File: src/rtl/sfx_sequencer.sv
// sfx_sequencer: plays fixed 4-note square-wave sound effects on trigger pulses
// Ports:
//   clk        in   system clock
//   reset_n    in   async active-low reset
//   frame_end  in   one-cycle pulse at end of each video frame
//   eat_sound  in   trigger, priority 1 (lowest)
//   hit_sound  in   trigger, priority 2
//   die_sound  in   trigger, priority 3 (highest)
//   audio_out  out  square wave, 0 when idle
//   volume     out  4-bit amplitude, 0 when idle
//   busy       out  1 while an effect plays
//   sfx_id     out  playing effect: 0 none, 1 eat, 2 hit, 3 die
// Macro SFX_VOLUME_ENV_EN: per-frame decaying volume envelope (floor 4);
// otherwise volume is 15 while busy.
module sfx_sequencer #(
   parameter int PRESCALE    = 64,
   parameter int NOTE_FRAMES = 6,
   parameter int HP_W        = 10
) (
   input  logic       clk,
   input  logic       reset_n,
   input  logic       frame_end,
   input  logic       eat_sound,
   input  logic       hit_sound,
   input  logic       die_sound,
   output logic       audio_out,
   output logic [3:0] volume,
   output logic       busy,
   output logic [1:0] sfx_id
);
   localparam int PW = PRESCALE > 1 ? $clog2(PRESCALE) : 1;
   localparam int FW = NOTE_FRAMES > 1 ? $clog2(NOTE_FRAMES) : 1;
   // indexed by {sfx_id, note}; the sfx_id=0 row is never played but kept nonzero
   localparam logic [15:0][9:0] HP_ROM = {
      10'h200, 10'h1A0, 10'h160, 10'h120,
      10'h1C0, 10'h180, 10'h140, 10'h100,
      10'h050, 10'h060, 10'h080, 10'h0A0,
      10'h001, 10'h001, 10'h001, 10'h001};
   typedef enum logic {IDLE, PLAY} state_t;
   state_t          state, state_nx;
   logic [1:0]      id_nx, note, note_nx, trig_id;
   logic [FW-1:0]   frame_cnt, frame_nx;
   logic [PW-1:0]   pre_cnt, pre_nx;
   logic [HP_W-1:0] tone_cnt, tone_nx, hp;
   logic            aud_nx, accept, tick, last_frame, half_done;
   assign trig_id    = die_sound ? 2'd3 : hit_sound ? 2'd2 : eat_sound ? 2'd1 : 2'd0;
   // sfx_id is 0 in IDLE, so any trigger is accepted there
   assign accept     = trig_id != 2'd0 && trig_id >= sfx_id;
   assign hp         = HP_W'(HP_ROM[{sfx_id, note}]);
   assign tick       = pre_cnt == PW'(PRESCALE - 1);
   assign half_done  = tone_cnt == hp - HP_W'(1);
   assign last_frame = state == PLAY && frame_end && frame_cnt == FW'(NOTE_FRAMES - 1);
   assign busy       = state == PLAY;
   always_comb begin
      state_nx = state;
      id_nx    = sfx_id;
      note_nx  = note;
      frame_nx = frame_cnt;
      pre_nx   = pre_cnt;
      tone_nx  = tone_cnt;
      aud_nx   = audio_out;
      if (accept) begin
         state_nx = PLAY;
         id_nx    = trig_id;
         note_nx  = 2'd0;
         frame_nx = '0;
         pre_nx   = '0;
         tone_nx  = '0;
         aud_nx   = 1'b1;
      end else if (last_frame) begin
         state_nx = note == 2'd3 ? IDLE : PLAY;
         id_nx    = note == 2'd3 ? 2'd0 : sfx_id;
         note_nx  = note == 2'd3 ? 2'd0 : note + 2'd1;
         frame_nx = '0;
         pre_nx   = '0;
         tone_nx  = '0;
         aud_nx   = note != 2'd3;
      end else if (state == PLAY) begin
         frame_nx = frame_end ? frame_cnt + FW'(1) : frame_cnt;
         pre_nx   = tick ? '0 : pre_cnt + PW'(1);
         tone_nx  = !tick ? tone_cnt : half_done ? '0 : tone_cnt + HP_W'(1);
         aud_nx   = tick && half_done ? ~audio_out : audio_out;
      end
   end
   always_ff @(posedge clk or negedge reset_n) begin
      if (!reset_n) begin
         state     <= IDLE;
         sfx_id    <= 2'd0;
         note      <= 2'd0;
         frame_cnt <= '0;
         pre_cnt   <= '0;
         tone_cnt  <= '0;
         audio_out <= 1'b0;
      end else begin
         state     <= state_nx;
         sfx_id    <= id_nx;
         note      <= note_nx;
         frame_cnt <= frame_nx;
         pre_cnt   <= pre_nx;
         tone_cnt  <= tone_nx;
         audio_out <= aud_nx;
      end
   end
`ifdef SFX_VOLUME_ENV_EN
   logic [3:0] vol_nx;
   always_comb
      vol_nx = accept ? 4'd15 :
               !(state == PLAY && frame_end) ? volume :
               last_frame && note == 2'd3 ? 4'd0 :
               volume > 4'd4 ? volume - 4'd1 : 4'd4;
   always_ff @(posedge clk or negedge reset_n) begin
      if (!reset_n) volume <= 4'd0;
      else volume <= vol_nx;
   end
`else
   assign volume = busy ? 4'd15 : 4'd0;
`endif
endmodule

File: config.mk
export PLATFORM = sky130hd
export DESIGN_NAME = sfx_sequencer
export DESIGN_NICKNAME = d
export VERILOG_FILES = /design/src/rtl/sfx_sequencer.sv
export SDC_FILE = /design/constraint.sdc
export NUM_CORES = 1
export LEC_CHECK = 0
export BUFFER_PORTS_ARGS = -buffer_cell sky130_fd_sc_hd__buf_2
export CAP_MARGIN = 0
export CORE_MARGIN = 5
export CORE_UTILIZATION = 36
export DETAILED_ROUTE_END_ITERATION = 10
export GPL_TIMING_DRIVEN = 1
export PLACE_DENSITY = 0.55
export RECOVER_POWER = 100
export SETUP_SLACK_MARGIN = 0.1
export SLEW_MARGIN = 20
export SYNTH_ARGS = -nofsm -noshare
export SYNTH_HDL_FRONTEND = slang
export SYNTH_SLANG_ARGS = --single-unit
export TNS_END_PERCENT = 100
File: constraint.sdc
create_clock -name clk -period 3.85 [get_ports clk]
set_input_delay 0.385 -clock clk [delete_from_list [all_inputs] [get_ports clk]]
set_output_delay 0.385 -clock clk [all_outputs]
set_load 0.03 [all_outputs]
* Word level (Yosys, flattened, before mapping) *
Memory sizes are Yosys's and may differ from the RTL's.
Index checks and enable logic that the tools add are counted.

cells by class
  $add $sub $neg = 5
  $lt $le $gt $ge = 2
  equality and inequality tests = 5
  multiplexer cells = 31
  bitwise logic cells = 1
  reductions and logical operators = 15

operators with widths
  operator                                                              number
  10-bit 2-to-1 mux                                                     6
  6-bit 2-to-1 mux                                                      4
  2-bit 2-to-1 mux                                                      8
  3-bit 2-to-1 mux                                                      4
  3-bit nonzero test                                                    4
  10-bit by 1-bit adder with 10-bit output, second input constant       1
  10-bit equality test                                                  1
  10-bit by 1-bit subtractor with 10-bit output, second input constant  1
  1-bit 2-to-1 mux                                                      8
  2-bit AND reduction                                                   4
  6-bit by 1-bit adder with 6-bit output, second input constant         1
  6-bit equality test, second input constant                            1
  2-bit nonzero test                                                    3
  4-bit by 5-bit < comparator with 1-bit output, second input constant  1
  1-bit logical AND                                                     4
  4-bit 2-to-1 mux                                                      1
  3-bit by 1-bit adder with 3-bit output, second input constant         1
  3-bit equality test, second input constant                            1
  2-bit by 1-bit adder with 2-bit output, second input constant         1
  2-bit equality test, second input constant                            1
  2-bit greater-or-equal comparator                                     1
  2-bit inequality test, second input constant                          1
  1-bit NOT                                                             1

storage, ports and cells
  flip-flop bits (word level) = 25
  ROM bits = 160
  input port bits = 6
  output and inout port bits = 8
  word-level logic and storage cells = 67
  memories = 1

memory list
  memory           depth  width  rd ports  clocked after memory_dff  write ports  line  RTL
  (no name shown)  16     10     1         0                         0            49    assign hp = HP_W'(HP_ROM[{sfx_id, note}]);

* Logic depth before layout (Yosys ltp) *
Gate-level depths: netlist of the first run.

  depth in word-level cells = 9
  mapped depth = 11
  depth with buffers taken out = 10

* Worst setup path after synthesis of the first run *
No wires, ideal clock.

  path type = register to register
  start point = reg sfx_id[0]
  end point = reg audio_out
  setup time = 0.131 ns
  arrival time = 2.635 ns
  required time = 3.719 ns
  path slack = 1.084 ns
  cell stages (with the launch flop) = 11
  path buffers = 1
  period minus slack after synthesis = 2.766 ns
  cells stage by stage = dfrtp_1 clkbuf_4 or2_1 ha_1 xor2_1 o21ai_0 a2111oi_2 o2111ai_2 a211o_1 nor4_1 a211oi_1

between the ends
  word-level cells in the longest chain between the ends = 7
  elaborated cells between the ends (all ways) = 11
  those cells by class = add/sub (1); order compare (1); eq/ne (1); mux (2); reduce/logical (5); memory (1)

RTL lines
  item                                           line  RTL
  start: declaration                             29    output logic [1:0] sfx_id
  start signal: assignment                       96    sfx_id <= id_nx;
  memory 16 x 10 bit                             --
  10-bit 2-to-1 mux (implied by the code)        49
  10-bit by 1-bit subtractor with 10-bit output  51    assign half_done = tone_cnt == hp - HP_W'(1);
  10-bit equality test                           51
  1-bit logical AND                              82    aud_nx = tick && half_done ? ~audio_out : audio_out;
  3-bit nonzero test (no source line)            --
  2-bit AND reduction (no source line)           --
  end signal: assignment                         101   audio_out <= aud_nx;
  end: declaration                               26    output logic audio_out,

Several ways; a longest one is shown, not always the timed one. The select of a mux whose other input is x is not followed.
A chain may end at the register's enable or synchronous reset.

* Worst setup path in the final report of the first run *
  start point = reg note[1]
  end point = reg tone_cnt[4]

between the ends
  word-level cells in the longest chain between the ends = 9

RTL lines
  item                                           line  RTL
  start: declaration                             41    logic [1:0] id_nx, note, note_nx, trig_id;
  start signal: assignment                       97    note <= note_nx;
  memory 16 x 10 bit                             --
  10-bit 2-to-1 mux (implied by the code)        49
  10-bit by 1-bit subtractor with 10-bit output  51
  10-bit equality test                           51
  10-bit 2-to-1 mux (2 in a row)                 81    tone_nx = !tick ? tone_cnt : half_done ? '0 : tone_cnt + HP_W'(1);
  10-bit 2-to-1 mux                              78    end else if (state == PLAY) begin
  10-bit 2-to-1 mux                              70    end else if (last_frame) begin
  10-bit 2-to-1 mux                              62    if (accept) begin
  end signal: assignment                         100   tone_cnt <= tone_nx;
  end: declaration                               44    logic [HP_W-1:0] tone_cnt, tone_nx, hp;

No other way between the ends. The select of a mux whose other input is x is not followed.

==> results.toml, run 1 <==
[critical_path]
r2r_cells = 10
reg2reg_to = "tone_cnt[4]"
start_kind = "flip-flop"
slowest_stage = "dfrtp_1"
path_cells = "ha_1, nand3_1, ha_1, xor2_1, o21ai_0, a2111oi_0, o2111ai_1, a211oi_4, or4_1, a31oi_1"
r2r_slack_ns = 0.72
worst-path-max-fanout = 11
critPathRequiredTime_ns = 3.97
cp-startpoint = "note[1]"
r2r-start = "note[1]"
critPathMaxStageDelay_ns = 0.51
critical_path_class = "flip-flop to flip-flop"
cp-end-kind = "flip-flop"
crit_arrival_ns = 3.25
path_common_cell = "ha_1"

[drt]
wire_per_inst_um = 13.35
drcViolationCount = 0
first_pass_iters = 4
dr.first_iter.drc_count = 124
routed_wl_mm = 4.031
vias = 1588
antenna_left = 0
via_per_inst = 5.258

[power]
vdd_drop_max_mv = 0.2916
p_leak_nw = 0.8376
power_density_nw_per_um2 = 436.6
p_total_mw = 0.8850

[yosys]
ys_ff_latch = 25
yosys.cell_types.count = 56
synthCells = 225
synth-main-ff-cell = "dfrtp_1"
syn_nets = 243
syn_area_um2 = 1918
avgSynthCellArea_um2 = 8.525
synth_edf_count = 0
synthArstFlopShare_pct = 100.0
synth_warnings = 0
seq_area_frac_synth_pct = 32.62

[final_layout]
final_cell_area_um2 = 2027
layout.cells.non_filler = 302
drive_gt1_share_pct = 9.052
final_cell_mix = "nand2_1, dfrtp_1, nor2_1"
nFillCells = 581
area_delta_synth_final_pct = 5.675
nets = 251
final_core_util_pct = 39.44
final_common_cell = "nand2_1"
antenna_cells = 0

[clock_tree]
htreeDepth = 1
clock_latency_ns = 0.27
holdBufCountCts = 0
ctsRootBufferMaster = "clkbuf_8"
cts_sinks = 25
cts_tree = "done"
cts_buffer_depth = 2
clk_pin_slew_ns = 0.09
post-cts-setup-buffer-count = 0
cts.repair.resized = 0
numCtsBuffers = 3

[sta]
hold_slack_ns = 0.4361
setup_viol = 0
slew_violations = 0
layout_setup_ws_ns = 0.7223
skew_ns = 0.006516
tns_ns = 0
min_period_over_period_pct = 81.24
worst_pin_slew_ns = 1.462
finalHoldViolCount = 0
period_minus_slack_ns = 3.128
rsz0062_at_grt = "false"
fmax_ghz = 0.3197
max_slew_margin_pct = 2.564

[global_route]
grt-ovfl-total = 0
met1_usage_pct = 16.95
busiest_layer = "met2"
use_met2_pct = 18.37
grt_pass1_vias = 1476
grt_pass1_wl_mm = 6.975
grt_use_met3_pct = 2.079
grtUsageTotal_pct = 11.86
grt_max_degree = 26
antenna_found_initial = 0

[place]
gp_congestion = 0.8147
dp.cells = 298
dpl.hpwl_mm = 2.927
placed_area_um2 = 2008
io_buffers = 13
dp_slack_ns = 0.8367

[floorplanning]
initial_core_util_pct = 37.32
coreArea_um2 = 5140
die_h_um = 83.00
rows = 26
ios = 14
die_area_um2 = 6888
die-width_um = 83.00

[outcome]
status = "complete, no violations"

[flow_run]
cap_violations = 0

[min_path]
hp-class = "primary input to asynchronous set/reset pin"
## layer usage
metal | part of all wire [%] | up-vias
met1 | 52 | 756
li1 | - | 811
met4 | 0.97 | 0
met3 | 2.3 | 4
met5 | 0 | -
met2 | 45 | 17
## worst max path at each step
| stage | cells past startpoint | end | slack (ns) |
|---|---|---|---|
| floorplan | 10 | audio_out | 1.08 |
| global placement | 10 | audio_out | 0.90 |
| detailed placement | 10 | audio_out | 0.84 |
| CTS | 10 | audio_out | 0.82 |
| global route | 10 | audio_out | 0.49 |
| finish | 10 | tone_cnt[4] | 0.72 |
## synth_stat cells (all sizes together) (3+ instances only)
| library cell | count | area, um^2 |
|---|---|---|
| a211oi | 3 | 35.03 |
| nor4 | 4 | 25.02 |
| a21oi | 15 | 75.07 |
| nor3b | 3 | 22.52 |
| clkbuf | 3 | 15.02 |
| or2 | 3 | 18.77 |
| nor2 | 21 | 81.33 |
| inv | 8 | 30.03 |
| o21ai | 11 | 62.56 |
| xnor2 | 3 | 26.28 |
| or4 | 3 | 22.52 |
| buf | 8 | 55.05 |
| or3 | 4 | 25.02 |
| nand4 | 4 | 31.28 |
| mux2i | 5 | 50.05 |
| xor2 | 8 | 70.07 |
| nor2b | 5 | 31.28 |
| nand2 | 32 | 120.1 |
| nand3 | 8 | 40.04 |
| and3b | 3 | 27.53 |
| dfrtp | 25 | 625.6 |
| nor3 | 6 | 41.29 |
| ha | 12 | 150.1 |
| a21o | 3 | 25.03 |
| nand2b | 3 | 18.77 |
## cells by family (layout without fill, tap and decap cells)
| group | count (synthesis) | count (layout) | synth area share, % |
|---|---|---|---|
| compound gates | 48 | 48 | 17.94 |
| xor+xnor | 11 | 11 | 5.023 |
| fa+ha+maj | 12 | 12 | 7.828 |
| buf+inv | 19 | 26 | 5.219 |
| flops | 25 | 25 | 32.62 |
| mux | 5 | 5 | 2.609 |
| simple gates | 105 | 105 | 28.77 |
## where the power goes
| group | switching, mW | internal (mW) | total, mW |
|---|---|---|---|
| logic | 0.234 | 0.131 | 0.365 |
| registers | 0.0669 | 0.294 | 0.361 |
| clock network | 0.0871 | 0.0724 | 0.160 |
## layout make-up
cell class	count	area (um^2)	share of cell area [%]
clock inverter	1	5.005	0.2469
clock buffer	3	41.29	2.037
inverter	8	30.03	1.481
tap	70	87.58	4.321
timing repair buffer	14	57.56	2.840
sequential	25	625.6	30.86
multi-input combinational	181	1180	58.21
## flip-flops by register name, indices dropped and copies added (netlist names)
register and count:
tone_cnt 10, pre_cnt 6, frame_cnt 3, note 2, sfx_id 2, audio_out 1, busy 1
## critical path, delay by kind of cell (launching register included)
family / cells / cell delay, ns
AO/OA/AOI/OAI: 5 / 1.24
XOR/XNOR: 1 / 0.13
adder cells (fa/ha/maj): 2 / 0.79
flip-flops: 1 / 0.51
AND/OR/NAND/NOR: 2 / 0.31
Power figures use the tool's default switching activity.
==> run 2: changes to the inputs <==
ABC_AREA = 1   (was default)
clock period = 3.3 ns   (was 3.85 ns; I/O delays follow)
==> run 2 against run 1 <==
  * Clock power up 20%
  * Via count is 6.7% lower
  * Count of clock-buffer cells in the layout unchanged
  * Critical path type unchanged
  * Critical path depth increased by 1
  * Highest routed layer unchanged
  * Synthesized area decreased by 6.8%
  * Total power is 37% higher
  * First-iteration DRC count is 19% lower
  * Sequential share of layout area grew 2.1 points
  * Register-to-register slack worse by 0.06 ns
  * Core utilization is 0.22 points higher
==> results.toml, run 2 <==
[global_route]
grt-ovfl-total = 0
grt_max_degree = 26
grtUsageTotal_pct = 11.93
antenna_found_initial = 0
grt_pass1_wl_mm = 6.127
grt_pass1_vias = 1387

[clock_tree]
cts_sinks = 25
cts_tree = "done"
clock_latency_ns = 0.27
holdBufCountCts = 0
post-cts-setup-buffer-count = 0
cts_buffer_depth = 2
cts.repair.resized = 0
htreeDepth = 1
numCtsBuffers = 3
clk_pin_slew_ns = 0.10
ctsRootBufferMaster = "clkbuf_8"

[yosys]
yosys.cell_types.count = 35
synth_top_cell_by_area = "dfrtp_1"
synth_top_area_share_pct = 35.01
avgSynthCellArea_um2 = 7.701
synthTopCellsByCount = "nand2_1, inv_1, nand3_1"
synth-main-ff-cell = "dfrtp_1"
syn_nets = 250
ys_ff_latch = 25
synth_warnings = 0
synth.most_common_cell = "nand2_1"
synth_edf_count = 0
syn_area_um2 = 1787
synthArstFlopShare_pct = 100.0
seq_area_frac_synth_pct = 35.01
synth_area_leaders = "dfrtp_1, nand2_1, ha_1"
synthCells = 232

[floorplanning]
rows = 25
die_h_um = 80.45
initial_core_util_pct = 37.33
die-width_um = 80.45
coreArea_um2 = 4786
ios = 14
die_area_um2 = 6472

[critical_path]
critPathRequiredTime_ns = 3.49
path_common_cell = "o21ai_0"
cp-end-kind = "flip-flop"
crit_arrival_ns = 2.83
timing.critical_path.buf_inv = 3
critical_path_class = "flip-flop to flip-flop"
crit_family = "simple AND/OR/NAND/NOR gates"
r2r_slack_ns = 0.66
start_kind = "flip-flop"
path_cells = "inv_4, ha_1, o21ai_0, nand2_1, o21ai_0, inv_2, nor2_4, inv_1, nor3_1, nand2_2, o22ai_1"
r2r_cells = 11
r2r-start = "sfx_id[1]"
slowest_stage = "dfrtp_1"
worst-path-max-fanout = 10
path_depth = 11
reg2reg_to = "tone_cnt[8]"
critPathMaxStageDelay_ns = 0.57

[sta]
max_slew_margin_pct = 6.290
layout_setup_ws_ns = 0.6588
finalHoldViolCount = 0
rsz0062_at_grt = "false"
fmax_ghz = 0.3786
skew_ns = 0.003857
setup_viol = 0
min_period_over_period_pct = 80.04
tns_ns = 0
hold_slack_ns = 0.3565
slew_violations = 0
worst_pin_slew_ns = 1.406
period_minus_slack_ns = 2.641

[drt]
antenna_left = 0
wire_per_inst_um = 11.69
routed_wl_mm = 3.611
drcViolationCount = 0
dr.first_iter.drc_count = 101
first_pass_iters = 4
vias = 1482
via_per_inst = 4.796

[power]
vdd_drop_max_mv = 0.3785
power_density_nw_per_um2 = 637.0
p_leak_nw = 0.9080

[final_layout]
largest_reg_flops = 10
nets = 261
antenna_cells = 0
reg.largest.list = "tone_cnt (10), pre_cnt (6), frame_cnt (3)"
nFillCells = 502
drive_gt1_share_pct = 7.851
final_cell_area_um2 = 1898
final_core_util_pct = 39.66
area_delta_synth_final_pct = 6.232
largest-register = "tone_cnt"
final_cell_mix = "nand2_1, inv_1, nand3_1"
final_common_cell = "nand2_1"

[outcome]
status = "complete, no violations"

[place]
dpl.hpwl_mm = 2.758
gp_congestion = 0.8036
placed_area_um2 = 1876
dp_slack_ns = 0.9291
io_buffers = 13

[flow_run]
cap_violations = 0

[min_path]
hp-class = "primary input to asynchronous set/reset pin"
-- run 2: changes by cell type in the layout (fill, tap and decap cells not counted), moves of 4 or more --
cell	before	now
nand2_1	32	45
mux2i_1	5	1
or3_1	4	0
nor2b_1	5	0
o22ai_1	2	6
nand3_1	8	26
inv_1	8	31
a21oi_1	15	8
nor4_1	4	0
-- run 2: per-stage QoR --
stage,power (mW),std cells
2_1_floorplan,0.9320,232
6_report,1.209,309
3_3_place_gp,1.040,305
4_1_cts,1.235,309
3_5_place_dp,1.037,305
5_1_grt,1.316,309
-- run 2: where the power goes --
part / leakage [nW] / total (mW) / switching, mW / internal, mW
clock network: 0.0217 / 0.192 / 0.107 / 0.0857
registers: 0.333 / 0.420 / 0.0700 / 0.350
logic: 0.553 / 0.597 / 0.407 / 0.190
-- run 2: metal layers --
| metal | up-vias | part of all wire [%] | global-route usage [%] |
|---|---|---|---|
| li1 | 782 | - | - |
| met1 | 681 | 52 | 16.16 |
| met5 | - | 0 | 0 |
| met4 | 0 | 0.69 | 4.054 |
| met3 | 2 | 1.9 | 2.018 |
| met2 | 17 | 45 | 19.12 |
-- run 2: worst max-delay path by stage --
stage,startpoint,endpoint,slack [ns]
floorplan,sfx_id[1],audio_out,1.17
finish,sfx_id[1],tone_cnt[8],0.66
detailed placement,hit_sound,tone_cnt[2],0.93
global route,sfx_id[0],tone_cnt[6],0.43
CTS,sfx_id[1],tone_cnt[2],0.99
global placement,hit_sound,tone_cnt[9],0.89
-- run 2: layout make-up --
cell class / count / area, um^2 / share of cell area, %
sequential: 25 / 625.6 / 32.96
inverter: 33 / 126.4 / 6.658
timing repair buffer: 13 / 53.80 / 2.835
tap: 67 / 83.83 / 4.417
multi-input combinational: 167 / 959.7 / 50.56
clock buffer: 3 / 41.29 / 2.175
clock inverter: 1 / 7.507 / 0.3955
-- run 2: cells by family after synthesis --
kind of cell	count (synthesis)	synth area share (%)
AND/OR/NAND/NOR	107	27.31
buffers and inverters	40	10.43
AO/OA/AOI/OAI	35	12.40
flip-flops	25	35.01
XOR/XNOR	12	5.883
adder cells (fa/ha/maj)	12	8.403
multiplexers	1	0.5602
